`src/rtl/hls_fp32_add_chn_a_skid.sv`:
```
// ---------------------------------------------------------------------------
// hls_fp32_add_chn_a_skid
//
// Operand-A input channel for the fp32 adder core. Sits between the upstream
// valid/ready producer and the core staller. Holds up to two words in a
// registered two-entry skid FIFO, presents the head word to the core, and
// reports A-side completion so the staller can form core_wen.
//
// Ports:
//   nvdla_core_clk       clock, rising-edge
//   nvdla_core_rstn      synchronous active-low reset
//   chn_a_vld            upstream word valid
//   chn_a_rdy            registered ready to upstream
//   chn_a_pd             upstream payload (WIDTH)
//   chn_a_rsci_oswt      core requests an A read this state
//   core_wen             core advance enable from the staller
//   core_wten            registered stall indicator from the staller
//   chn_a_rsci_wen_comp  A side complete: ~oswt | (count != 0)
//   chn_a_rsci_d_mxwt    head-entry payload to the core (WIDTH)
//   chn_a_occ            current occupancy, 0..2
//   chn_a_stall_cnt      saturating count of A-starved stall cycles (CNT_W)
// ---------------------------------------------------------------------------
module hls_fp32_add_chn_a_skid #(
    parameter int unsigned WIDTH = 32,
    parameter int unsigned CNT_W = 16
) (
    input  logic             nvdla_core_clk,
    input  logic             nvdla_core_rstn,
    input  logic             chn_a_vld,
    output logic             chn_a_rdy,
    input  logic [WIDTH-1:0] chn_a_pd,
    input  logic             chn_a_rsci_oswt,
    input  logic             core_wen,
    input  logic             core_wten,
    output logic             chn_a_rsci_wen_comp,
    output logic [WIDTH-1:0] chn_a_rsci_d_mxwt,
    output logic [1:0]       chn_a_occ,
    output logic [CNT_W-1:0] chn_a_stall_cnt
);

    // Storage and pointers
    logic [WIDTH-1:0] entry_q [2];
    logic             wp_q;
    logic             rp_q;
    logic [1:0]       count_q;
    logic [1:0]       count_d;
    logic             rdy_q;
    logic             rdy_d;
    logic [CNT_W-1:0] stall_cnt_q;

    logic push;
    logic pop;
    logic stall_inc;
    logic stall_sat;

    assign push = chn_a_vld & rdy_q;
    // core_wen already implies a non-empty FIFO when oswt is set; the count
    // term only guards against a misbehaving staller underflowing the count.
    assign pop  = core_wen & chn_a_rsci_oswt & (count_q != 2'd0);

    always_comb begin
        count_d = count_q;
        unique case ({push, pop})
            2'b10:   count_d = count_q + 2'd1;
            2'b01:   count_d = count_q - 2'd1;
            default: count_d = count_q;
        endcase
    end

    // Ready is registered so upstream never sees a path from core_wen;
    // the price is that a pop from full re-opens ready one cycle later.
    assign rdy_d = (count_d != 2'd2);

    assign stall_inc = chn_a_rsci_oswt & (count_q == 2'd0) & core_wten;
    assign stall_sat = (stall_cnt_q == {CNT_W{1'b1}});

    // Control state with synchronous reset
    always_ff @(posedge nvdla_core_clk) begin
        if (!nvdla_core_rstn) begin
            count_q     <= 2'd0;
            wp_q        <= 1'b0;
            rp_q        <= 1'b0;
            rdy_q       <= 1'b0;
            stall_cnt_q <= '0;
        end else begin
            count_q <= count_d;
            rdy_q   <= rdy_d;
            if (push) begin
                wp_q <= ~wp_q;
            end
            if (pop) begin
                rp_q <= ~rp_q;
            end
            if (stall_inc && !stall_sat) begin
                stall_cnt_q <= stall_cnt_q + CNT_W'(1);
            end
        end
    end

    // Payload storage is not reset; a reset cycle blocks the write so a word
    // presented during reset is never captured.
    always_ff @(posedge nvdla_core_clk) begin
        if (nvdla_core_rstn && push) begin
            entry_q[wp_q] <= chn_a_pd;
        end
    end

    assign chn_a_rdy           = rdy_q;
    assign chn_a_occ           = count_q;
    assign chn_a_stall_cnt     = stall_cnt_q;
    assign chn_a_rsci_wen_comp = ~chn_a_rsci_oswt | (count_q != 2'd0);
    assign chn_a_rsci_d_mxwt   = entry_q[rp_q];

endmodule
```
`config.mk`:
```
export PLATFORM = sky130hd
export DESIGN_NAME = hls_fp32_add_chn_a_skid
export DESIGN_NICKNAME = d
export VERILOG_FILES = /design/src/rtl/hls_fp32_add_chn_a_skid.sv
export SDC_FILE = /design/constraint.sdc
export NUM_CORES = 1
export LEC_CHECK = 0
export CORE_ASPECT_RATIO = 0.8
export CORE_UTILIZATION = 30
export CTS_BUF_LIST = sky130_fd_sc_hd__clkbuf_4 sky130_fd_sc_hd__clkbuf_8
export CTS_CLUSTER_SIZE = 40
export DETAILED_ROUTE_END_ITERATION = 8
export GPL_TIMING_DRIVEN = 1
export PLACE_DENSITY_LB_ADDON = 0.12
export SLEW_MARGIN = 10
export SYNTH_ARGS = -nofsm -noshare
export SYNTH_HDL_FRONTEND = slang
export SYNTH_SLANG_ARGS = --single-unit
```
`constraint.sdc`:
```
create_clock -name nvdla_core_clk -period 2.7 [get_ports nvdla_core_clk]
set_clock_uncertainty 0.2 [all_clocks]
set_input_delay 0.54 -clock nvdla_core_clk [delete_from_list [all_inputs] [get_ports nvdla_core_clk]]
set_output_delay 0.54 -clock nvdla_core_clk [all_outputs]
set_load 0.01 [all_outputs]
```
=== Yosys cells after proc, flatten, opt, wreduce, memory -nomap -nowiden ===
Memory sizes are Yosys's and may differ from the RTL's. A register that Yosys moved wholly into a read port is not among the register bits.
Index checks and enable logic that the tools add are counted.

* $add $sub $neg: 3
* Equal/unequal tests: 4
* Mux-type cells: 5
* Bitwise gates (word level): 9
* Reduce and logical (&&, ||, !) cells: 5

{| class="wikitable"
|+ Operator list
! operator !! number
|-
| $add 16x1->16 const B || 1
|-
| $eq 16x16->1 const B || 1
|-
| $and 1x1->1 || 5
|-
| $mux 1 || 4
|-
| $pmux 2 s2 || 1
|-
| $not 1->1 || 3
|-
| $add 2x1->2 const B || 1
|-
| $eq 2x1->1 const B || 1
|-
| $eq 2x2->1 const B || 1
|-
| $logic_and 1x1->1 || 2
|-
| $logic_not 2->1 || 1
|-
| $ne 2x2->1 const B || 1
|-
| $reduce_bool 2->1 || 1
|-
| $sub 2x1->2 const B || 1
|-
| $logic_not 1->1 || 1
|-
| $or 1x1->1 || 1
|}

* Flip-flop bits (word level): 21
* Bits in writable memories: 64
* Input port bits: 38
* Output and inout bits: 52
* Logic and storage cells: 32
* Memories: 1

{| class="wikitable"
|+ Memories
! memory !! depth !! bits a word !! rd ports !! clocked after memory_dff !! wr ports !! line !! text
|-
| entry_q || 2 || 32 || 1 || 1 || 1 || 42 || <nowiki>logic [WIDTH-1:0] entry_q [2];</nowiki>
|}

=== Logic depth before layout (Yosys ltp) ===
* Depth in word-level cells: 5
* Depth in mapped cells: 6
* Gate-level depth less buffers: 6

=== Worst setup path before layout ===
Ideal clock, no wire load.

* Path kind: input port to flip-flop
* Start point: in nvdla_core_rstn
* End point: mem entry_q[0][0], enable pin
* Library setup time: 0.421 ns
* Data arrival time: 2.311 ns
* Data required time: 2.079 ns
* Slack: -0.232 ns
* Stages: 3
* Path buffers: 1
* Cells stage by stage: clkbuf_1 > nand3_1 > nor2_1

* Word-level cells in the longest chain between the ends: 3

{| class="wikitable"
|+ RTL lines
! item !! line !! text
|-
| start: declaration || 28 || <nowiki>input logic nvdla_core_rstn,</nowiki>
|-
| $logic_and 1x1->1 || 103 || <nowiki>if (nvdla_core_rstn && push) begin</nowiki>
|-
| $mux 1 || 103 ||
|-
| $mux 1 (not written as such) || 104 || <nowiki>entry_q[wp_q] <= chn_a_pd;</nowiki>
|-
| end: declaration || 42 ||
|}

No other way between the ends.

==> Implementation_results.wiki <==
{| class="wikitable"
! Metric !! Value
|-
| Outcome || finished clean
|-
| Rows || 34
|-
| Cts repair resizes || 0
|-
| Via Count || 2294
|-
| Total count of hold-check failures in the final report || 0
|-
| Headroom to the max-slew limit || 0.656
|-
| Worst setup path class || reg2out
|-
| Post-Synth Simple-Gate Area || 0.110
|-
| Total gr overflow || 0
|-
| Antenna violations before repair || 0
|-
| Wire per inst || 15.1 um
|-
| Net Sw Power || 0.643 mW
|-
| Maximum clock frequency || 393 MHz
|-
| Post-synth design cell area || 3460 um^2
|-
| Final-layout setup total negative slack || 0 ns
|-
| Nets in the synthesized netlist || 277
|-
| Arrival @ worst endpoint || 1.80 ns
|-
| Sequential cell area fraction in the yosys report || 0.683
|-
| 1st-iter DRT viols || 94
|-
| Leakage power || 1.54 nW
|-
| Antenna violation net count after detailed routing || 0
|-
| Mean area per synthesized cell || 14.6 um^2
|-
| Worst min-delay path class || reg2reg
|-
| Worst Path Max Fanout || 32
|-
| Most used flip-flop cell after synthesis || sky130_fd_sc_hd__edfxtp_1
|-
| Internal power || 2.18 mW
|-
| Buffer cell driving the clock tree root || sky130_fd_sc_hd__clkbuf_8
|-
| Count of inserted antenna diode cells || 0
|-
| Worst voltage drop across the vdd grid || 0.293 mV
|-
| Detailed-route DRC error count || 0
|-
| CTS hold repair buffers || 0
|-
| Maximum number of pins on one net before global-route repair || 33
|-
| Largest stage delay, worst path || 0.50 ns
|-
| Leading cell types in the layout, fill and taps excluded || 89 x sky130_fd_sc_hd__clkdlybuf4s50_1, 64 x sky130_fd_sc_hd__edfxtp_1, 32 x sky130_fd_sc_hd__mux2_1
|-
| CTS tree || built
|-
| Final setup fails || 0
|-
| Power per cell area || 588 nW/um^2
|-
| Buffers added on ports || 89
|-
| Relative contribution of combinational cells to total power || 0.115
|-
| Instance count of the mapped netlist || 237
|-
| # H-tree levels || 3
|-
| Number of max-capacitance violations reported || 0
|-
| Count of non-filler cells in the finished layout || 482
|-
| Mux cell area share after synthesis || 0.113
|-
| Post-Synth Adder-Cell Area || 0.00724
|-
| Number of synthesized register bits || 86
|-
| Final Cycle Share || 0.942
|-
| Switching part of the total || 0.228
|-
| Chain of cells forming the critical path || buf_12, mux2_1, clkdlybuf4s50_1
|-
| Die Height || 98.0 um
|-
| # clock sinks || 86
|-
| Number of global-route vias before repair || 2245
|-
| Number of enable-type register cells in the synthesized netlist || 64
|-
| CP Launch Type || flop
|-
| Sum of routed wire length over all layers || 7270 um
|-
| Initial DRT Pass Iterations || 4
|-
| Number of library cell types mapped by synthesis || 36
|-
| Largest family of logic cells by synthesized area || multiplexers
|-
| Crit-path slowest cell || sky130_fd_sc_hd__clkdlybuf4s50_1
|-
| Synth Area in Compound Gates || 0.0543
|-
| Min Hold Slack || 0.313 ns
|-
| Cell total after placement || 466
|-
| Clock input transition at the sequential cells of the worst setup and hold paths || 0.09 ns
|-
| Num ports || 90
|-
| Family with the most delay on the worst path || buffers and inverters
|-
| Part of the power in registers || 0.525
|-
| Synthesis-to-layout area growth || 38.8%
|-
| Worst path buffer plus inverter count || 2
|-
| Source-to-sink clock delay at the later pin of the worst-skew pair || 0.35 ns
|-
| Portion of total power attributed to the clock network || 0.360
|-
| Core area || 11100 um^2
|-
| Die X-Extent || 122 um
|-
| Clock tree buffer depth || 2
|-
| # Post-CTS Setup Buffers || 0
|-
| Initial core utilization || 0.313
|-
| Final critical delay including setup and external delays || 2.54 ns
|-
| Final Wtd Congestion || 0.729
|-
| Unrepaired setup endpoints after global routing || false
|-
| Xor-xnor portion of the synthesized cell area || 0.0127
|-
| Fraction of final layout cells sized beyond drive strength 1 || 0.0858
|-
| Worst Tran Pin Value || 0.512 ns
|-
| Required time at the worst-slack endpoint || 1.96 ns
|-
| Number of warnings reported in the yosys synthesis log || 0
|-
| Die area || 12000 um^2
|-
| Aggregate global-route resource usage || 0.128
|-
| Inserted Clock Buffers || 9
|-
| First-pass GRT wire length || 11400 um
|-
| Mean number of vias per cell || 4.76
|-
| Proportion of register bits with asynchronous set or reset after synthesis || 0
|-
| Crit end category || output port
|-
| Detailed placer's ending HPWL || 4720 um
|-
| Count of pins over their slew limit || 0
|-
| Total Nets Final || 373
|-
| Commonest non-fill, non-tap cell in the layout || sky130_fd_sc_hd__clkdlybuf4s50_1
|}
-- sequential cells by signal (all words and copies together), names as in the netlist, named ones only --
register,flops
chn_a_occ,2
chn_a_rdy,1
chn_a_stall_cnt,16
entry_q,64
rp_q,1
wp_q,1
-- metal layers --
layer / wire length [um] / vias up / global-route usage
met2: 3280 / 67 / 0.194
met4: 119 / 0 / 0.0532
met3: 438 / 8 / 0.0432
li1: - / 1113 / -
met1: 3430 / 1106 / 0.167
met5: 0 / - / 0
-- tightest hold or removal path, stage by stage, from the launching register on --
cell and delay [ns]:
sky130_fd_sc_hd__dfxtp_1 0.34, sky130_fd_sc_hd__o31ai_1 0.07, sky130_fd_sc_hd__a21oi_1 0.06
-- cell usage after synthesis, drive strengths merged (3+ instances only) --
| master | instances | area, um^2 |
|---|---|---|
| mux2i | 3 | 30.0 |
| inv | 5 | 18.8 |
| nor2 | 10 | 37.5 |
| o21ai | 6 | 30.0 |
| xnor2 | 3 | 26.3 |
| nand4 | 7 | 50.1 |
| mux2 | 32 | 360 |
| dfxtp | 22 | 440 |
| nand2b | 3 | 18.8 |
| or3 | 3 | 18.8 |
| and4 | 4 | 37.5 |
| a21oi | 14 | 70.1 |
| edfxtp | 64 | 1920 |
| nand3 | 8 | 45.0 |
| buf | 6 | 37.5 |
| o41ai | 3 | 26.3 |
| clkbuf | 3 | 11.3 |
| nand2 | 12 | 45.0 |
| or4 | 8 | 60.1 |
| o31ai | 7 | 52.6 |
-- area by class of cell --
class / instances / area, um^2
Fill cell: 1023 / 6260
Clock inverter: 7 / 105
Sequential cell: 86 / 2360
Tap cell: 144 / 180
Clock buffer: 9 / 124
Multi-Input combinational cell: 137 / 1040
Timing Repair Buffer: 94 / 966
Inverter: 5 / 18.8
-- stage by stage --
step	setup slack, ns	cell area (um^2)	power [mW]	util
after detailed placement	0.252	4570	1.84	0.413
after global routing	0.0443	4800	2.95	0.434
after global placement	0.291	4570	1.84	0.413
after CTS	0.0935	4800	2.88	0.434
final	0.157	4800	2.82	0.434
after floorplan	-0.232	3460	1.64	-
-- cell families after synthesis --
logic type,count (synthesis)
flops,86
simple gates,64
mux,35
compound gates,31
buf+inv,14
xor+xnor,5
fa+ha+maj,2
-- final timing paths --
| check | cells after the start | startpoint | to | slack (ns) |
|---|---|---|---|---|
| worst min-delay path | 2 | chn_a_stall_cnt[6] | chn_a_stall_cnt[6] | 0.31 |
| worst max register to register | 5 | chn_a_stall_cnt[0] | chn_a_stall_cnt[4] | 0.70 |
| worst max-delay path | 3 | flop | chn_a_rsci_d_mxwt[31] | 0.16 |
| worst min register to register | 2 | chn_a_stall_cnt[6] | chn_a_stall_cnt[6] | 0.31 |
-- power groups by stage --
stage / combinational [mW] / sequential (mW) / clock (mW)
3_3_place_gp: 0.328 / 1.51 / 0
3_5_place_dp: 0.329 / 1.51 / 0
6_report: 0.325 / 1.48 / 1.02
4_1_cts: 0.332 / 1.48 / 1.07
5_1_grt: 0.355 / 1.49 / 1.11
2_1_floorplan: 0.133 / 1.51 / 0
(Power assumes the default switching activity.)
